<file path="src/rtl/vga_pixel_scanner_if.sv">
// ---------------------------------------------------------------------------
// vga_pixel_scanner_if
//   Bundle between the raster timing generator and the overlay blocks that
//   query it.
//
//   Optional feature macro: FRAME_COUNT_EN (adds frame_cnt).
//
//   Signals
//     enable       scan run/freeze request from the consumer side
//     p_tick       one-clk pulse per pixel period
//     pixel_x      current column
//     pixel_y      current line
//     video_on     current position lies inside the visible area
//     hsync        horizontal sync, active low
//     vsync        vertical sync, active low
//     frame_start  one-clk pulse when the scan wraps to (0,0)
//     frame_cnt    completed-frame counter (FRAME_COUNT_EN only)
//
//   Modports
//     master  timing generator side (drives the raster signals)
//     slave   consumer side (drives enable, observes raster signals)
// ---------------------------------------------------------------------------
interface vga_pixel_scanner_if;
  logic       enable;
  logic       p_tick;
  logic [9:0] pixel_x;
  logic [9:0] pixel_y;
  logic       video_on;
  logic       hsync;
  logic       vsync;
  logic       frame_start;
`ifdef FRAME_COUNT_EN
  logic [7:0] frame_cnt;
`endif

  modport master (
    input  enable,
    output p_tick,
    output pixel_x,
    output pixel_y,
    output video_on,
    output hsync,
    output vsync,
`ifdef FRAME_COUNT_EN
    output frame_cnt,
`endif
    output frame_start
  );

  modport slave (
    output enable,
    input  p_tick,
    input  pixel_x,
    input  pixel_y,
    input  video_on,
    input  hsync,
    input  vsync,
`ifdef FRAME_COUNT_EN
    input  frame_cnt,
`endif
    input  frame_start
  );
endinterface

</file>
<file path="src/rtl/vga_pixel_scanner.sv">
// ---------------------------------------------------------------------------
// vga_pixel_scanner
//   Raster timing generator. Divides the system clock into a pixel tick and
//   scans pixel_x/pixel_y across the whole frame (visible area plus porches
//   and sync), producing hsync, vsync, video_on and frame_start. Overlay
//   blocks compare pixel_x/pixel_y against their own footprint.
//
//   Optional feature macro: FRAME_COUNT_EN
//     defined   -> 8-bit frame_cnt register/port, +1 on every frame_start
//     undefined -> no frame_cnt at all, everything else identical
//
//   Ports
//     clk      in  system clock, rising edge
//     reset_n  in  asynchronous assert, active low
//     scan     vga_pixel_scanner_if.master
//       enable (in)  1 = scan runs, 0 = divider/counters/outputs frozen
//       p_tick, pixel_x, pixel_y, video_on, hsync, vsync, frame_start,
//       frame_cnt (out, FRAME_COUNT_EN only)
//
//   Timing model
//     The pixel counters step on the same edge that raises p_tick, so the
//     cycle in which p_tick is high already shows the new coordinate. A
//     dropped enable therefore never swallows a pending tick: the divider
//     simply stops where it is and resumes from the same value.
//
//   TICK_DIV must be >= 2.
// ---------------------------------------------------------------------------
module vga_pixel_scanner #(
  parameter int TICK_DIV  = 4,
  parameter int H_DISPLAY = 640,
  parameter int H_FP      = 16,
  parameter int H_SYNC    = 96,
  parameter int H_BP      = 48,
  parameter int V_DISPLAY = 480,
  parameter int V_FP      = 10,
  parameter int V_SYNC    = 2,
  parameter int V_BP      = 33
) (
  input  logic                clk,
  input  logic                reset_n,
  vga_pixel_scanner_if.master scan
);

  // -------------------------------------------------------------------------
  // Derived constants
  // -------------------------------------------------------------------------
  localparam int H_TOTAL = H_DISPLAY + H_FP + H_SYNC + H_BP;
  localparam int V_TOTAL = V_DISPLAY + V_FP + V_SYNC + V_BP;
  localparam int DIV_W   = $clog2(TICK_DIV);

  localparam logic [DIV_W-1:0] DIV_LAST = DIV_W'(TICK_DIV - 1);
  localparam logic [DIV_W-1:0] DIV_ZERO = DIV_W'(0);
  localparam logic [DIV_W-1:0] DIV_ONE  = DIV_W'(1);

  localparam logic [9:0] X_LAST   = 10'(H_TOTAL - 1);
  localparam logic [9:0] Y_LAST   = 10'(V_TOTAL - 1);
  localparam logic [9:0] X_VIS    = 10'(H_DISPLAY);
  localparam logic [9:0] Y_VIS    = 10'(V_DISPLAY);
  localparam logic [9:0] HS_FIRST = 10'(H_DISPLAY + H_FP);
  localparam logic [9:0] HS_LAST  = 10'(H_DISPLAY + H_FP + H_SYNC - 1);
  localparam logic [9:0] VS_FIRST = 10'(V_DISPLAY + V_FP);
  localparam logic [9:0] VS_LAST  = 10'(V_DISPLAY + V_FP + V_SYNC - 1);

  // Inclusive window test used for both sync pulses.
  function automatic logic in_window(input logic [9:0] v,
                                     input logic [9:0] lo,
                                     input logic [9:0] hi);
    return (v >= lo) && (v <= hi);
  endfunction

  // -------------------------------------------------------------------------
  // State and next-state signals
  // -------------------------------------------------------------------------
  logic [DIV_W-1:0] div_r;
  logic [9:0]       x_r;
  logic [9:0]       y_r;
  logic             p_tick_r;
  logic             hsync_r;
  logic             vsync_r;
  logic             frame_start_r;

  logic             tick_due_s;
  logic             x_wrap_s;
  logic             y_wrap_s;
  logic             frame_wrap_s;
  logic [9:0]       x_next_s;
  logic [9:0]       y_next_s;
  logic             hsync_next_s;
  logic             vsync_next_s;

  // Pixel period boundary: the divider sits on its last count while running.
  assign tick_due_s   = scan.enable && (div_r == DIV_LAST);
  assign x_wrap_s     = (x_r == X_LAST);
  assign y_wrap_s     = (y_r == Y_LAST);
  assign frame_wrap_s = tick_due_s && x_wrap_s && y_wrap_s;

  // Next raster position; both wraps resolve in one step so (0,V_TOTAL-1)
  // is never visible between them.
  always_comb begin
    x_next_s = x_r;
    y_next_s = y_r;
    if (tick_due_s) begin
      if (x_wrap_s) begin
        x_next_s = 10'd0;
        if (y_wrap_s) begin
          y_next_s = 10'd0;
        end else begin
          y_next_s = y_r + 10'd1;
        end
      end else begin
        x_next_s = x_r + 10'd1;
        y_next_s = y_r;
      end
    end else begin
      x_next_s = x_r;
      y_next_s = y_r;
    end
  end

  // Sync levels for the position about to be loaded, so the registered
  // sync pulses line up with the registered counters.
  always_comb begin
    hsync_next_s = ~in_window(x_next_s, HS_FIRST, HS_LAST);
    vsync_next_s = ~in_window(y_next_s, VS_FIRST, VS_LAST);
  end

  // -------------------------------------------------------------------------
  // Sequential logic
  // -------------------------------------------------------------------------

  // Clock divider: counts 0..TICK_DIV-1 while enabled, holds otherwise.
  always_ff @(posedge clk or negedge reset_n) begin
    if (!reset_n) begin
      div_r <= DIV_ZERO;
    end else if (scan.enable) begin
      if (div_r == DIV_LAST) begin
        div_r <= DIV_ZERO;
      end else begin
        div_r <= div_r + DIV_ONE;
      end
    end else begin
      div_r <= div_r;
    end
  end

  // Pixel tick pulse: one clk per period, forced low while frozen.
  always_ff @(posedge clk or negedge reset_n) begin
    if (!reset_n) begin
      p_tick_r <= 1'b0;
    end else begin
      p_tick_r <= tick_due_s;
    end
  end

  // Raster counters.
  always_ff @(posedge clk or negedge reset_n) begin
    if (!reset_n) begin
      x_r <= 10'd0;
      y_r <= 10'd0;
    end else begin
      x_r <= x_next_s;
      y_r <= y_next_s;
    end
  end

  // Sync outputs: only move on a pixel step, hold while frozen.
  always_ff @(posedge clk or negedge reset_n) begin
    if (!reset_n) begin
      hsync_r <= 1'b1;
      vsync_r <= 1'b1;
    end else if (tick_due_s) begin
      hsync_r <= hsync_next_s;
      vsync_r <= vsync_next_s;
    end else begin
      hsync_r <= hsync_r;
      vsync_r <= vsync_r;
    end
  end

  // Frame start pulse on the step that lands on (0,0).
  always_ff @(posedge clk or negedge reset_n) begin
    if (!reset_n) begin
      frame_start_r <= 1'b0;
    end else begin
      frame_start_r <= frame_wrap_s;
    end
  end

`ifdef FRAME_COUNT_EN
  logic [7:0] frame_cnt_r;

  // Completed-frame counter, free-running 8-bit wrap (used for blinking).
  always_ff @(posedge clk or negedge reset_n) begin
    if (!reset_n) begin
      frame_cnt_r <= 8'd0;
    end else if (frame_wrap_s) begin
      frame_cnt_r <= frame_cnt_r + 8'd1;
    end else begin
      frame_cnt_r <= frame_cnt_r;
    end
  end

  assign scan.frame_cnt = frame_cnt_r;
`endif

  // -------------------------------------------------------------------------
  // Outputs
  // -------------------------------------------------------------------------
  assign scan.p_tick      = p_tick_r;
  assign scan.pixel_x     = x_r;
  assign scan.pixel_y     = y_r;
  assign scan.hsync       = hsync_r;
  assign scan.vsync       = vsync_r;
  assign scan.frame_start = frame_start_r;
  // Decoded straight from the counters so it has no lag against them.
  assign scan.video_on    = (x_r < X_VIS) && (y_r < Y_VIS);

endmodule

</file>
<file path="src/flat_wrapper.sv">
// flat-port wrapper written by rule: the top's interface ports become plain ports
module vga_pixel_scanner_flat 
#(
  parameter int TICK_DIV  = 4,
  parameter int H_DISPLAY = 640,
  parameter int H_FP      = 16,
  parameter int H_SYNC    = 96,
  parameter int H_BP      = 48,
  parameter int V_DISPLAY = 480,
  parameter int V_FP      = 10,
  parameter int V_SYNC    = 2,
  parameter int V_BP      = 33
)
  (clk, reset_n, scan_enable, scan_p_tick, scan_pixel_x, scan_pixel_y, scan_video_on, scan_hsync, scan_vsync, scan_frame_start);
  vga_pixel_scanner_if scan_i ();
  input  logic clk;
  input  logic reset_n;
  input wire logic [$bits(scan_i.enable)-1:0] scan_enable;
  output wire logic [$bits(scan_i.p_tick)-1:0] scan_p_tick;
  output wire logic [$bits(scan_i.pixel_x)-1:0] scan_pixel_x;
  output wire logic [$bits(scan_i.pixel_y)-1:0] scan_pixel_y;
  output wire logic [$bits(scan_i.video_on)-1:0] scan_video_on;
  output wire logic [$bits(scan_i.hsync)-1:0] scan_hsync;
  output wire logic [$bits(scan_i.vsync)-1:0] scan_vsync;
  output wire logic [$bits(scan_i.frame_start)-1:0] scan_frame_start;
  assign scan_i.enable = scan_enable;
  assign scan_p_tick = scan_i.p_tick;
  assign scan_pixel_x = scan_i.pixel_x;
  assign scan_pixel_y = scan_i.pixel_y;
  assign scan_video_on = scan_i.video_on;
  assign scan_hsync = scan_i.hsync;
  assign scan_vsync = scan_i.vsync;
  assign scan_frame_start = scan_i.frame_start;
  vga_pixel_scanner #(.TICK_DIV(TICK_DIV), .H_DISPLAY(H_DISPLAY), .H_FP(H_FP), .H_SYNC(H_SYNC), .H_BP(H_BP), .V_DISPLAY(V_DISPLAY), .V_FP(V_FP), .V_SYNC(V_SYNC), .V_BP(V_BP)) u_core (.clk(clk), .reset_n(reset_n), .scan(scan_i));
endmodule
</file>
<file path="config.mk">
export PLATFORM = sky130hd
export DESIGN_NAME = vga_pixel_scanner_flat
export DESIGN_NICKNAME = d
export VERILOG_FILES = /design/src/rtl/vga_pixel_scanner_if.sv /design/src/rtl/vga_pixel_scanner.sv /design/src/flat_wrapper.sv
export SDC_FILE = /design/constraint.sdc
export NUM_CORES = 1
export LEC_CHECK = 0
export CAP_MARGIN = 15
export CORE_MARGIN = 5
export CORE_UTILIZATION = 50
export DETAILED_ROUTE_END_ITERATION = 7
export DONT_BUFFER_PORTS = 1
export SLEW_MARGIN = 20
export SYNTH_ARGS = -nofsm -noshare
export SYNTH_HDL_FRONTEND = slang
export SYNTH_SLANG_ARGS = --single-unit
</file>
<file path="constraint.sdc">
create_clock -name clk -period 5.2 [get_ports clk]
set_input_delay 0.78 -clock clk [delete_from_list [all_inputs] [get_ports clk]]
set_output_delay 0.78 -clock clk [all_outputs]
set_load 0.02 [all_outputs]
</file>
==> metrics.yaml <==
worst_setup_path:
  rr_endpoint: "u_core.scan.vsync"
  worst-path-buf-inv: 0
  cp_max_fo: 16
  worst_r2r_startpoint: "u_core.scan.pixel_x[0]"
  cp-start-kind: "flip-flop"
  path_cells: "ha_1 > and4_1 > and4_1 > a31o_2 > o2111ai_1 > nor4b_1 > a31oi_1"
  cpMostUsedCell: "and4_1"
  crit_required_ns: 5.44
  endpoint_kind: "flip-flop"
  reg2regPathDepth: 7
  worstSetupPathType: "reg2reg"
  cp.arrival_ns: 2.72
  cpMaxStageDelayCell: "and4_1"
  cp_top_family: "simple AND/OR/NAND/NOR gates"
  r2r_setup_slack_ns: 2.72
  slowest_delay_ns: 0.57
final_layout:
  nets: 141
  mostFrequentLayoutCells: "24 x dfrtp_1, 15 x nor2_1, 10 x nand2_1"
  insertedDiodeCount: 0
  final_layout_size_suffix_gt1_share_pct: 9.77
  syn_to_final_growth_pct: 2.96
  final_common_cell: "dfrtp_1"
synthesis:
  avgSynthCellArea_um2: 10.0
  synth_top_family_by_area: "simple AND/OR/NAND/NOR gates"
  ys.flop_type: "dfrtp_1"
  synthMuxAreaShare_pct: 4.07
  synth_xor_area_share_pct: 7.76
  synth_area_um2: 1350
  synthSimpleGateAreaFrac_pct: 23.7
  synth_compound_area_share_pct: 8.96
  ys_warn_count: 0
  ys_types: 33
  yosysSeqAreaShare_pct: 48.2
  ys_ff_latch: 26
  syn_nets: 142
  synth_edf_count: 0
  synth-async-reset-ratio_pct: 100
  synthAdderAreaFrac_pct: 3.70
  synthCells: 135
cts:
  post-cts-setup-buffer-count: 0
  cts_tree: "built"
  cts-root-buf: "clkbuf_4"
  numCtsBuffers: 3
  htree_levels: 1
  cts_hold_buffers: 0
  clk_latency_ns: 0.31
  path_clk_slew_ns: 0.13
  cts_resized: 0
  cts_buffer_depth: 2
  clkSinkCount: 26
timing:
  worstMarginPinSlew_ns: 0.526
  grt_setup_unrepaired: "no"
  fmax_mhz: 404
  period_share_pct: 47.6
  relSlewSlack_pct: 64.9
  skew_ns: 0.00554
  final.setup.tns_ns: 0
  finalCriticalPeriod_ns: 2.48
  hold_viol: 0
  drv_slew: 0
  setup_viol: 0
  fin_hold_ws_ns: 0.140
floorplan:
  core_um2: 2520
  die_h_um: 62.0
  dieWidth_um: 62.0
  rows: 18
  pin_count: 28
  initial_core_util_pct: 53.7
  dieArea_um2: 3850
drt:
  num_vias: 980
  via_per_inst: 6.01
  wirelength_um: 2690
  drtIter0Drc: 31
  drc: 0
  antenna_left: 0
  wl_per_cell_um: 16.5
  drtPass1Iterations: 4
power_and_ir_drop:
  vdd_drop_max_mv: 0.250
  p_leak_nw: 0.653
  p_per_area_nw_per_um2: 315
global_route:
  grt_usage_pct: 16.1
  antenna_found_initial: 0
  grt_pass1_vias: 968
  grt_overflow_total: 0
  grt_pass1_wl_um: 4600
  grt_max_degree: 27
flow_run:
  drv_cap: 0
placed_design:
  hpwlAfterDp_um: 1990
  port-buffer-count: 0
  place.gp.congestion: 0.901
outcome:
  outcome: "finished, final reports clean"
min_path:
  hold_path_class: "in2async"
==> per-layer routing <==
metal	track usage (%)	vias to the layer above	wire [um]
met3	5.17	2	238
met2	26.9	33	1320
met1	19.5	469	1110
met4	5.76	0	17
li1	-	476	-
met5	0	-	0
==> metrics by stage <==
stage	util (%)	power [W]	std cells	area (um^2)	setup slack, ns
floorplan	-	0.000331	135	1350	3.11
global route	55.3	0.000473	163	1390	2.52
CTS	55.3	0.000449	163	1390	2.68
detailed placement	53.8	0.000348	159	1360	2.67
finish	55.3	0.000439	163	1390	2.72
global placement	53.8	0.000344	159	1360	2.76
==> kinds of logic (layout without fill, tap and decap cells) <==
family | count (synthesis) | count (layout)
buf+inv | 10 | 8
mux | 5 | 5
fa+ha+maj | 4 | 4
compound gates | 18 | 18
simple gates | 60 | 60
xor+xnor | 12 | 12
flops | 26 | 26
==> registers in the layout (all words and copies together), names as in the netlist <==
| signal | flops |
|---|---|
| u_core.scan.frame_start | 1 |
| u_core.scan.pixel_x | 10 |
| u_core.div_r | 2 |
| u_core.scan.pixel_y | 10 |
| u_core.scan.hsync | 1 |
| u_core.scan.p_tick | 1 |
| u_core.scan.vsync | 1 |
==> cell usage after synthesis, drive strengths merged (5+ instances only) <==
cell type  count  area, um^2
nand2         10        37.5
dfrtp         24         601
xor2           8        70.1
and2           5        31.3
nand4          5        31.3
buf            5        30.0
and3           6        42.5
nand3          9        45.0
nor2          15        56.3
o21ai          6        30.0
==> worst max path at each step <==
stage / start / endpoint / slack (ns) / depth (start not counted)
floorplan: scan_enable / u_core.scan.vsync / 3.11 / 8
global placement: scan_enable / u_core.scan.vsync / 2.76 / 6
detailed placement: scan_enable / u_core.scan.vsync / 2.67 / 6
CTS: u_core.scan.pixel_x[0] / u_core.scan.vsync / 2.68 / 7
global route: u_core.scan.pixel_x[0] / u_core.scan.vsync / 2.52 / 7
finish: u_core.scan.pixel_x[0] / u_core.scan.vsync / 2.72 / 7
==> report_power, final <==
| group | leakage (nW) | switching (W) | internal [W] | total (W) |
|---|---|---|---|---|
| Combinational | 0.303 | 0.0000290 | 0.0000334 | 0.0000625 |
| Clock | 0.0210 | 0.0000551 | 0.0000427 | 0.0000978 |
| Sequential | 0.329 | 0.0000494 | 0.000229 | 0.000279 |
==> area by class of cell <==
cell class	instances	area, um^2
sequential	26	653
multi-input combinational	99	652
clock buffer	4	36.3
inverter	4	15.0
tap	30	37.5
fill	220	1130
==> worst reg2reg max path, cell delays in order, from the launching register on <==
cell and delay (ns):
dfrtp_1 0.54, ha_1 0.22, and4_1 0.32, and4_1 0.57, a31o_2 0.26, o2111ai_1 0.09, nor4b_1 0.29, a31oi_1 0.12
(Power assumes the default switching activity.)
